<file path="src/rtl/hub75_pkg.sv">
// Shared types and defaults for the HUB75 panel-side receiver.
package hub75_pkg;

    localparam int WIDTH_DEF    = 32;
    localparam int ROW_BITS_DEF = 4;

    typedef logic [2:0] rgb_t;

    typedef struct packed {
        rgb_t rgb0;
        rgb_t rgb1;
    } pixel_pair_t;

    typedef enum logic [1:0] {
        IDLE  = 2'd0,
        DRAIN = 2'd1,
        DONE  = 2'd2
    } state_t;

endpackage

</file>
<file path="src/rtl/hub75_sync.sv">
// Two-flop synchronizer with rising-edge detect on the synchronized copy.
module hub75_sync #(
    parameter int W = 1
) (
    input  logic         clk,
    input  logic         rst,
    input  logic [W-1:0] d,
    output logic [W-1:0] q,
    output logic [W-1:0] rise
);

    logic [W-1:0] s1;
    logic [W-1:0] s2;
    logic [W-1:0] s3;

    // synchronizer chain plus one history stage for edge detection
    always_ff @(posedge clk or posedge rst) begin
        if (rst) begin
            s1 <= '0;
            s2 <= '0;
            s3 <= '0;
        end else begin
            s1 <= d;
            s2 <= s1;
            s3 <= s2;
        end
    end

    assign q    = s2;
    assign rise = s2 & ~s3;

endmodule

</file>
<file path="src/rtl/hub75_rx.sv">
// HUB75 receiver: captures shifted pixel pairs into a ping-pong bank pair
// and drains each latched line as pixel-pair writes toward a frame buffer.
//
// state | meaning
// IDLE  | no line pending, wr_en low
// DRAIN | presenting one column per accepted write, col 0..WIDTH-1
// DONE  | single cycle, line_done (and frame_done on last row)
import hub75_pkg::*;

module hub75_rx #(
    parameter int WIDTH       = WIDTH_DEF,
    parameter int ROW_BITS    = ROW_BITS_DEF,
    parameter int COL_REVERSE = 1
) (
    input  logic                      clk,
    input  logic                      rst,
    input  logic                      hub_sclk,
    input  logic                      hub_lat,
    input  logic                      hub_oe,
    input  logic [ROW_BITS-1:0]       hub_addr,
    input  logic [2:0]                hub_rgb0,
    input  logic [2:0]                hub_rgb1,
    input  logic                      wr_ready,
    output logic                      wr_en,
    output logic [ROW_BITS-1:0]       wr_row,
    output logic [$clog2(WIDTH)-1:0]  wr_col,
    output logic [2:0]                wr_rgb0,
    output logic [2:0]                wr_rgb1,
    output logic                      line_done,
    output logic                      frame_done,
    output logic                      err_len,
    output logic                      err_ovr,
    output logic                      blank
);

    localparam int COL_W = $clog2(WIDTH);
    localparam int CNT_W = $clog2(WIDTH + 1);
    localparam logic [CNT_W-1:0] CNT_FULL = CNT_W'(WIDTH);
    localparam logic [COL_W-1:0] COL_LAST = COL_W'(WIDTH - 1);

    logic [2:0]           ctrl_q;
    logic [2:0]           ctrl_rise;
    logic [ROW_BITS+5:0]  data_q;
    logic [ROW_BITS+5:0]  data_rise;
    logic                 unused_sync;

    logic                 sclk_evt;
    logic                 lat_evt;
    pixel_pair_t          pix_r;
    logic [ROW_BITS-1:0]  addr_r;

    pixel_pair_t          bank [2][WIDTH];
    logic                 sh_sel;
    logic [CNT_W-1:0]     sh_cnt;
    logic                 sh_ovf;
    logic [CNT_W-1:0]     cnt_next;
    logic                 ovf_next;
    logic                 shift_ok;
    logic                 len_ok;
    logic                 busy;
    logic                 start;

    logic [ROW_BITS-1:0]  line_row;
    logic [COL_W-1:0]     col;
    logic [COL_W-1:0]     rd_idx;
    pixel_pair_t          rd_pix;
    state_t               state_q;
    state_t               state_d;

    hub75_sync #(.W(3)) u_sync_ctrl (
        .clk  (clk),
        .rst  (rst),
        .d    ({hub_oe, hub_lat, hub_sclk}),
        .q    (ctrl_q),
        .rise (ctrl_rise)
    );

    hub75_sync #(.W(ROW_BITS + 6)) u_sync_data (
        .clk  (clk),
        .rst  (rst),
        .d    ({hub_addr, hub_rgb0, hub_rgb1}),
        .q    (data_q),
        .rise (data_rise)
    );

    // only the clock/latch edges and blank level are consumed from these groups
    assign unused_sync = ^{ctrl_q[1:0], data_rise};

    // register edges together with data/address so all stay cycle-aligned
    always_ff @(posedge clk or posedge rst) begin
        if (rst) begin
            sclk_evt <= 1'b0;
            lat_evt  <= 1'b0;
            pix_r    <= '0;
            addr_r   <= '0;
        end else begin
            sclk_evt <= ctrl_rise[0];
            lat_evt  <= ctrl_rise[1];
            pix_r    <= pixel_pair_t'(data_q[5:0]);
            addr_r   <= data_q[ROW_BITS+5:6];
        end
    end

    // a shift arriving in the latch cycle counts before the length check;
    // the overflow flag keeps a too-long line distinguishable from a full one
    always_comb begin
        shift_ok = sclk_evt && (sh_cnt != CNT_FULL);
        cnt_next = shift_ok ? sh_cnt + CNT_W'(1) : sh_cnt;
        ovf_next = sh_ovf | (sclk_evt && (sh_cnt == CNT_FULL));
        len_ok   = (cnt_next == CNT_FULL) && !ovf_next;
        busy     = (state_q != IDLE);
        start    = lat_evt && len_ok && !busy;
    end

    // shift bank write, indexed by shift order; column mapping happens on read
    always_ff @(posedge clk or posedge rst) begin
        if (rst) begin
            for (int b = 0; b < 2; b++) begin
                for (int i = 0; i < WIDTH; i++) begin
                    bank[b][i] <= '0;
                end
            end
        end else if (shift_ok) begin
            bank[sh_sel][sh_cnt[COL_W-1:0]] <= pix_r;
        end
    end

    // shift counter, bank swap, row capture and error pulses on latch
    always_ff @(posedge clk or posedge rst) begin
        if (rst) begin
            sh_cnt   <= '0;
            sh_ovf   <= 1'b0;
            sh_sel   <= 1'b0;
            line_row <= '0;
            err_len  <= 1'b0;
            err_ovr  <= 1'b0;
        end else begin
            err_len <= 1'b0;
            err_ovr <= 1'b0;
            if (lat_evt) begin
                sh_cnt  <= '0;
                sh_ovf  <= 1'b0;
                err_len <= !len_ok;
                err_ovr <= busy;
                if (start) begin
                    sh_sel   <= ~sh_sel;
                    line_row <= addr_r;
                end
            end else begin
                sh_cnt <= cnt_next;
                sh_ovf <= ovf_next;
            end
        end
    end

    // drain column advances only on accepted writes, wraps for the next line
    always_ff @(posedge clk or posedge rst) begin
        if (rst) begin
            col <= '0;
        end else if ((state_q == DRAIN) && wr_ready) begin
            col <= (col == COL_LAST) ? '0 : col + COL_W'(1);
        end
    end

    // FSM state register
    always_ff @(posedge clk or posedge rst) begin
        if (rst) begin
            state_q <= IDLE;
        end else begin
            state_q <= state_d;
        end
    end

    // FSM next-state
    always_comb begin
        state_d = state_q;
        case (state_q)
            IDLE:    if (start) state_d = DRAIN;
            DRAIN:   if (wr_ready && (col == COL_LAST)) state_d = DONE;
            DONE:    state_d = IDLE;
            default: state_d = IDLE;
        endcase
    end

    // drain-side read and write outputs; colours forced to 0 outside a drain
    always_comb begin
        rd_idx     = (COL_REVERSE != 0) ? COL_LAST - col : col;
        rd_pix     = bank[~sh_sel][rd_idx];
        wr_en      = (state_q == DRAIN);
        wr_row     = line_row;
        wr_col     = col;
        wr_rgb0    = wr_en ? rd_pix.rgb0 : 3'b000;
        wr_rgb1    = wr_en ? rd_pix.rgb1 : 3'b000;
        line_done  = (state_q == DONE);
        frame_done = line_done && (&line_row);
        blank      = ctrl_q[2];
    end

endmodule

</file>
<file path="config.mk">
export PLATFORM = sky130hd
export DESIGN_NAME = hub75_rx
export DESIGN_NICKNAME = d
export VERILOG_FILES = /design/src/rtl/hub75_pkg.sv /design/src/rtl/hub75_sync.sv /design/src/rtl/hub75_rx.sv
export SDC_FILE = /design/constraint.sdc
export NUM_CORES = 1
export LEC_CHECK = 0
export CORE_MARGIN = 8
export CORE_UTILIZATION = 35
export CTS_CLUSTER_DIAMETER = 80
export DETAILED_ROUTE_END_ITERATION = 10
export SLEW_MARGIN = 0
export SYNTH_ARGS = -nofsm -noshare
export SYNTH_HDL_FRONTEND = slang
export SYNTH_SLANG_ARGS = --single-unit
export TNS_END_PERCENT = 10
</file>
<file path="constraint.sdc">
create_clock -name clk -period 16.6 [get_ports clk]
set_clock_uncertainty 0.05 [all_clocks]
set_input_delay 3.32 -clock clk [delete_from_list [all_inputs] [get_ports clk]]
set_output_delay 3.32 -clock clk [all_outputs]
set_load 0.1 [all_outputs]
</file>
# Word-level counts from Yosys, hierarchy flattened
# Cells that the tools add are included.
# classes
eq_ne	8
order_cmp	6
reduce_logical	18
muxes	22
addsub	3
bitwise_logic	8
# ops
operator	n
$mux 192	4
$bwmux 384	1
$demux 192 s1	1
$bmux 6 s5	1
$demux 6 s5	1
$mux 6	5
$eq 6x6->1 const B	2
$ge 6x6->1 const B	2
$not 5->6	2
$logic_and 1x1->1	10
$add 6x1->6 const B	1
$lt 6x1->1 const B	1
$mux 3	2
$ne 6x6->1 const B	1
$add 5x1->5 const B	1
$eq 5x5->1 const B	1
$mux 5	1
$sub 5x5->5 const A	1
$ge 2x2->1 const B	2
$mux 2	2
$not 1->2	2
$pmux 2 s2	1
$reduce_and 2->1	2
$reduce_and 4->1	1
other kinds (13)	17
# totals
regBits	445
input_bits	16

# Longest topological paths before layout
# depth
word_depth	9
depth_mapped	9
depth_no_buf	7

# By module
# From an unflattened synthesis, not the netlist that was laid out.
# unflattened
hier_cells	1387
hier_area_um2	20205.6
# by_module_without_submodules
mod	area_per_inst_um2	cells_each	instances
hub75_rx	19043.3	1333	1
hub75_sync (u_sync_data)	892.1	41	1
hub75_sync (u_sync_ctrl)	270.3	13	1

# Worst setup path before layout
# Ideal clock, no wire load.
# synth_path
path_type	reg2out
from	reg col[0], in the netlist wr_col[0]
to	out wr_rgb1[2]
required_time_ns	13.230
slack_ns	8.791
arrival_ns	4.439
path_stages_with_launch	9
cell_sequence	dfrtp_1 buf_4 buf_6 buf_2 buf_2 a211oi_1 a211oi_1 o31ai_1 o21ai_0
# synth_between
elab_chain_cells	6
# synth_lines
element	line	text
from (decl)	hub75_rx.sv:64	logic [COL_W-1:0] col;
from (signal assigned)	hub75_rx.sv:161	col <= (col == COL_LAST) ? '0 : col + COL_W'(1);
$sub 5x5->5	hub75_rx.sv:187	rd_idx = (COL_REVERSE != 0) ? COL_LAST - col : col;
$not 5->6	hub75_rx.sv:188	rd_pix = bank[~sh_sel][rd_idx];
$bmux 6 s5	hub75_rx.sv:188	
$mux 6 (implied by the code) (2 in series)	hub75_rx.sv:188	
$mux 3	hub75_rx.sv:193	wr_rgb1 = wr_en ? rd_pix.rgb1 : 3'b000;
to (decl)	hub75_rx.sv:28	output logic [2:0] wr_rgb1,
# No other way between the ends. The select of a mux whose other input is x is not followed.

# Worst setup path after layout
# layout_path
from	reg col[0], in the netlist wr_col[0]
to	out wr_rgb0[0]
# layout_between
elab_chain_cells	6
# layout_lines
element	line	text
$sub 5x5->5	hub75_rx.sv:187	
$not 5->6	hub75_rx.sv:188	
$bmux 6 s5	hub75_rx.sv:188	
$mux 6 (implied by the code) (2 in series)	hub75_rx.sv:188	
$mux 3	hub75_rx.sv:192	wr_rgb0 = wr_en ? rd_pix.rgb0 : 3'b000;
to (decl)	hub75_rx.sv:27	output logic [2:0] wr_rgb0,
# No other way between the ends. The select of a mux whose other input is x is not followed.

==> flow_summary.ini <==
[route]
wl_um = 49800
dr.pass1.iters = 5
wl_per_cell_um = 23.3
drt-vias-per-instance = 5.34
drtIter0Drc = 702
via_count = 11399
ant_nets = 0
drc = 0

[place]
globalplace.congestion = 0.796
numPortBuffers = 36
dp_cells = 2045
place_ws_ns = 8.78
place_hpwl_um = 31400

[clocking]
post_cts_buffers = 0
ctsHoldBuffers = 0
htree_levels = 2
clock_latency_ns = 0.59
tritoncts = yes
clkTransAtPathRegs_ns = 0.06
clockBufferDepth = 3
cts_num_sinks = 445
cts_resized = 0
clock-root-buffer = clkbuf_16
cts_buffers = 48

[sta]
max_freq_ghz = 0.120
timing.hold.ws_ns = 0.293
finalHoldViolations = 0
worstMarginPinSlew_ns = 1.25
drv_slew = 0
setup-violations-final = 0
setup_tns_ns = 0
slew_headroom = 0.165
setup_ws_ns = 8.24
fin_crit_ns = 8.36
rsz0062_at_grt = no
fin_crit_sh = 0.504

[worst_setup_path]
crit_slowest_cell = clkdlybuf4s50_1
worst-endpoint-arrival_ns = 4.99
required_ns = 13.23
worstSetupStartpointType = register
path_cells = buf_4 > mux4_2 > a22o_1 > a211oi_1 > a31oi_1 > a22o_1 > clkdlybuf4s50_1
setup.worst_path.class = register to output pin
path_max_fanout = 48
cpMostUsedCell = a22o_1
slowest_delay_ns = 0.99
cp-end-kind = output pin

[logic_synthesis]
muxShareOfSynthArea = 0.327
async_flop_share = 1.00
avgSynthCellArea_um2 = 15.2
synth-compound-area-share = 0.0366
synthXorXnorAreaFrac = 0.00218
netlist_area_um2 = 20100
synth_flop_cell = dfrtp_1
syn-num-nets = 1341
synthAdderAreaFrac = 0.00373
synthDistinctLibCells = 56
yosysWarnings = 0
ys_top_cells_by_area = dfrtp_1, mux2_2, mux4_2
yosys.area.top_type_share = 0.554
synthCells = 1319
yosysTopAreaCell = dfrtp_1
ys_seq_area_frac = 0.554
synth_top_family_by_area = multiplexers
synth_edf_count = 0
synth-seq-cells = 445
synthSimpleGateAreaFrac = 0.0538

[finish]
final_common_cell = dfrtp_1
diodes = 0
final_util = 0.400
area_delta_synth_final_pct = 14.0
fill_cells = 5308
layout.cells.non_filler = 2134
final_cell_mix = dfrtp_1, mux2_2, mux4_2
layout-drive-gt1-share = 0.472
nNetsFinal = 1352

[hold_path]
hp-class = register to register

[grt]
antenna_found_initial = 0
grt_pass1_vias = 12085
groute.usage.overall = 0.152
grt_max_degree = 94
grt_pass1_wl_um = 78600
globalRoute.totalOverflow = 0

[floorplan]
die_w_um = 256
coreArea_um2 = 57300
die_area_um2 = 65400
num_rows = 88
chipHeight_um = 256
initial_core_util = 0.351
io_pins = 37

[power_and_ir_drop]
leakage_uw = 0.0104
ir_worst_vdd_v = 0.0000921
power.density_nw_per_um2 = 129

[outcome]
status = finished clean

[job]
cap_violations = 0
final cells by class:
cell class / instances / area (um^2) / area share
sequential: 445 / 11200 / 0.487
timing repair buffer: 51 / 473 / 0.0206
clock inverter: 21 / 368 / 0.0161
multi-input combinational: 779 / 8510 / 0.371
clock buffer: 68 / 1430 / 0.0623
inverter: 5 / 26.3 / 0.00115
tap: 765 / 957 / 0.0418
Yosys cell counts (all sizes together) (4+ instances only):
master and number:
mux2i 48, nand3 8, inv 5, o21ai 12
a31oi 4, a22oi 11, or3b 4, or2 4
a211oi 10, mux2 395, a21oi 19, nor2 76
o221ai 17, ha 6, a22o 10, and2 4
nand2 26, clkbuf 52, nand3b 6, buf 38
mux4 71, nor2b 9, o22ai 4, dfrtp 445
nand4 5
routing by layer:
metal / GRT usage / vias up / wire, um
li1: - / 4900 / -
met1: 0.216 / 6146 / 23100
met2: 0.238 / 245 / 23200
met3: 0.0226 / 108 / 1930
met4: 0.0526 / 0 / 1550
met5: 0 / - / 0
flip-flops by register name, indices dropped and copies added (netlist names), 2 cells and up:
signal          flops
addr_r              4
bank              384
pix_r               6
sh_cnt              6
state_q             2
u_sync_ctrl.q       3
u_sync_ctrl.s1      3
u_sync_ctrl.s3      2
u_sync_data.q      10
u_sync_data.s1     10
wr_col              5
wr_row              4
critical path: cells and delay by family, from the launching register on:
kind	cells	cell delay (ns)
muxes	1	0.59
DFF	1	0.98
buffers and inverters	2	1.62
AOI/OAI and AO/OA	4	1.09
worst paths after layout:
kind	from	endpoint	slack (ns)	depth (start not counted)
max in group asynchronous	rst	pix_r[0]$_DFF_PP0_	10.99	4
worst min register to register	u_sync_data.q[4]$_DFF_PP0_	pix_r[4]$_DFF_PP0_	0.29	0
min in group asynchronous	rst	u_sync_data.s1[8]$_DFF_PP0_	3.17	2
worst min-delay path	u_sync_data.q[4]$_DFF_PP0_	pix_r[4]$_DFF_PP0_	0.29	0
worst max-delay path	wr_col[0]$_DFFE_PP0P_	wr_rgb0[0]	8.24	7
worst max register to register	sh_cnt[0]$_DFF_PP0_	bank[65]$_DFFE_PP0P_	13.46	7
cell families after synthesis:
family	after synthesis
AO/OA/AOI/OAI	100
XOR/XNOR	5
adder cells (fa/ha/maj)	6
buffers and inverters	95
flip-flops	445
multiplexers	514
AND/OR/NAND/NOR	154
power breakdown:
part | switching, uW | internal, uW
logic | 351 | 170
registers | 85.2 | 1130
clock network | 451 | 754
total | 888 | 2060
stage by stage:
stage | cell area (um^2) | total power [uW]
final | 22900 | 2940
after global routing | 22900 | 3050
after CTS | 22900 | 2970
after detailed placement | 21100 | 1760
after global placement | 21100 | 1750
after floorplan | 20100 | 1600
(Power assumes the default switching activity.)
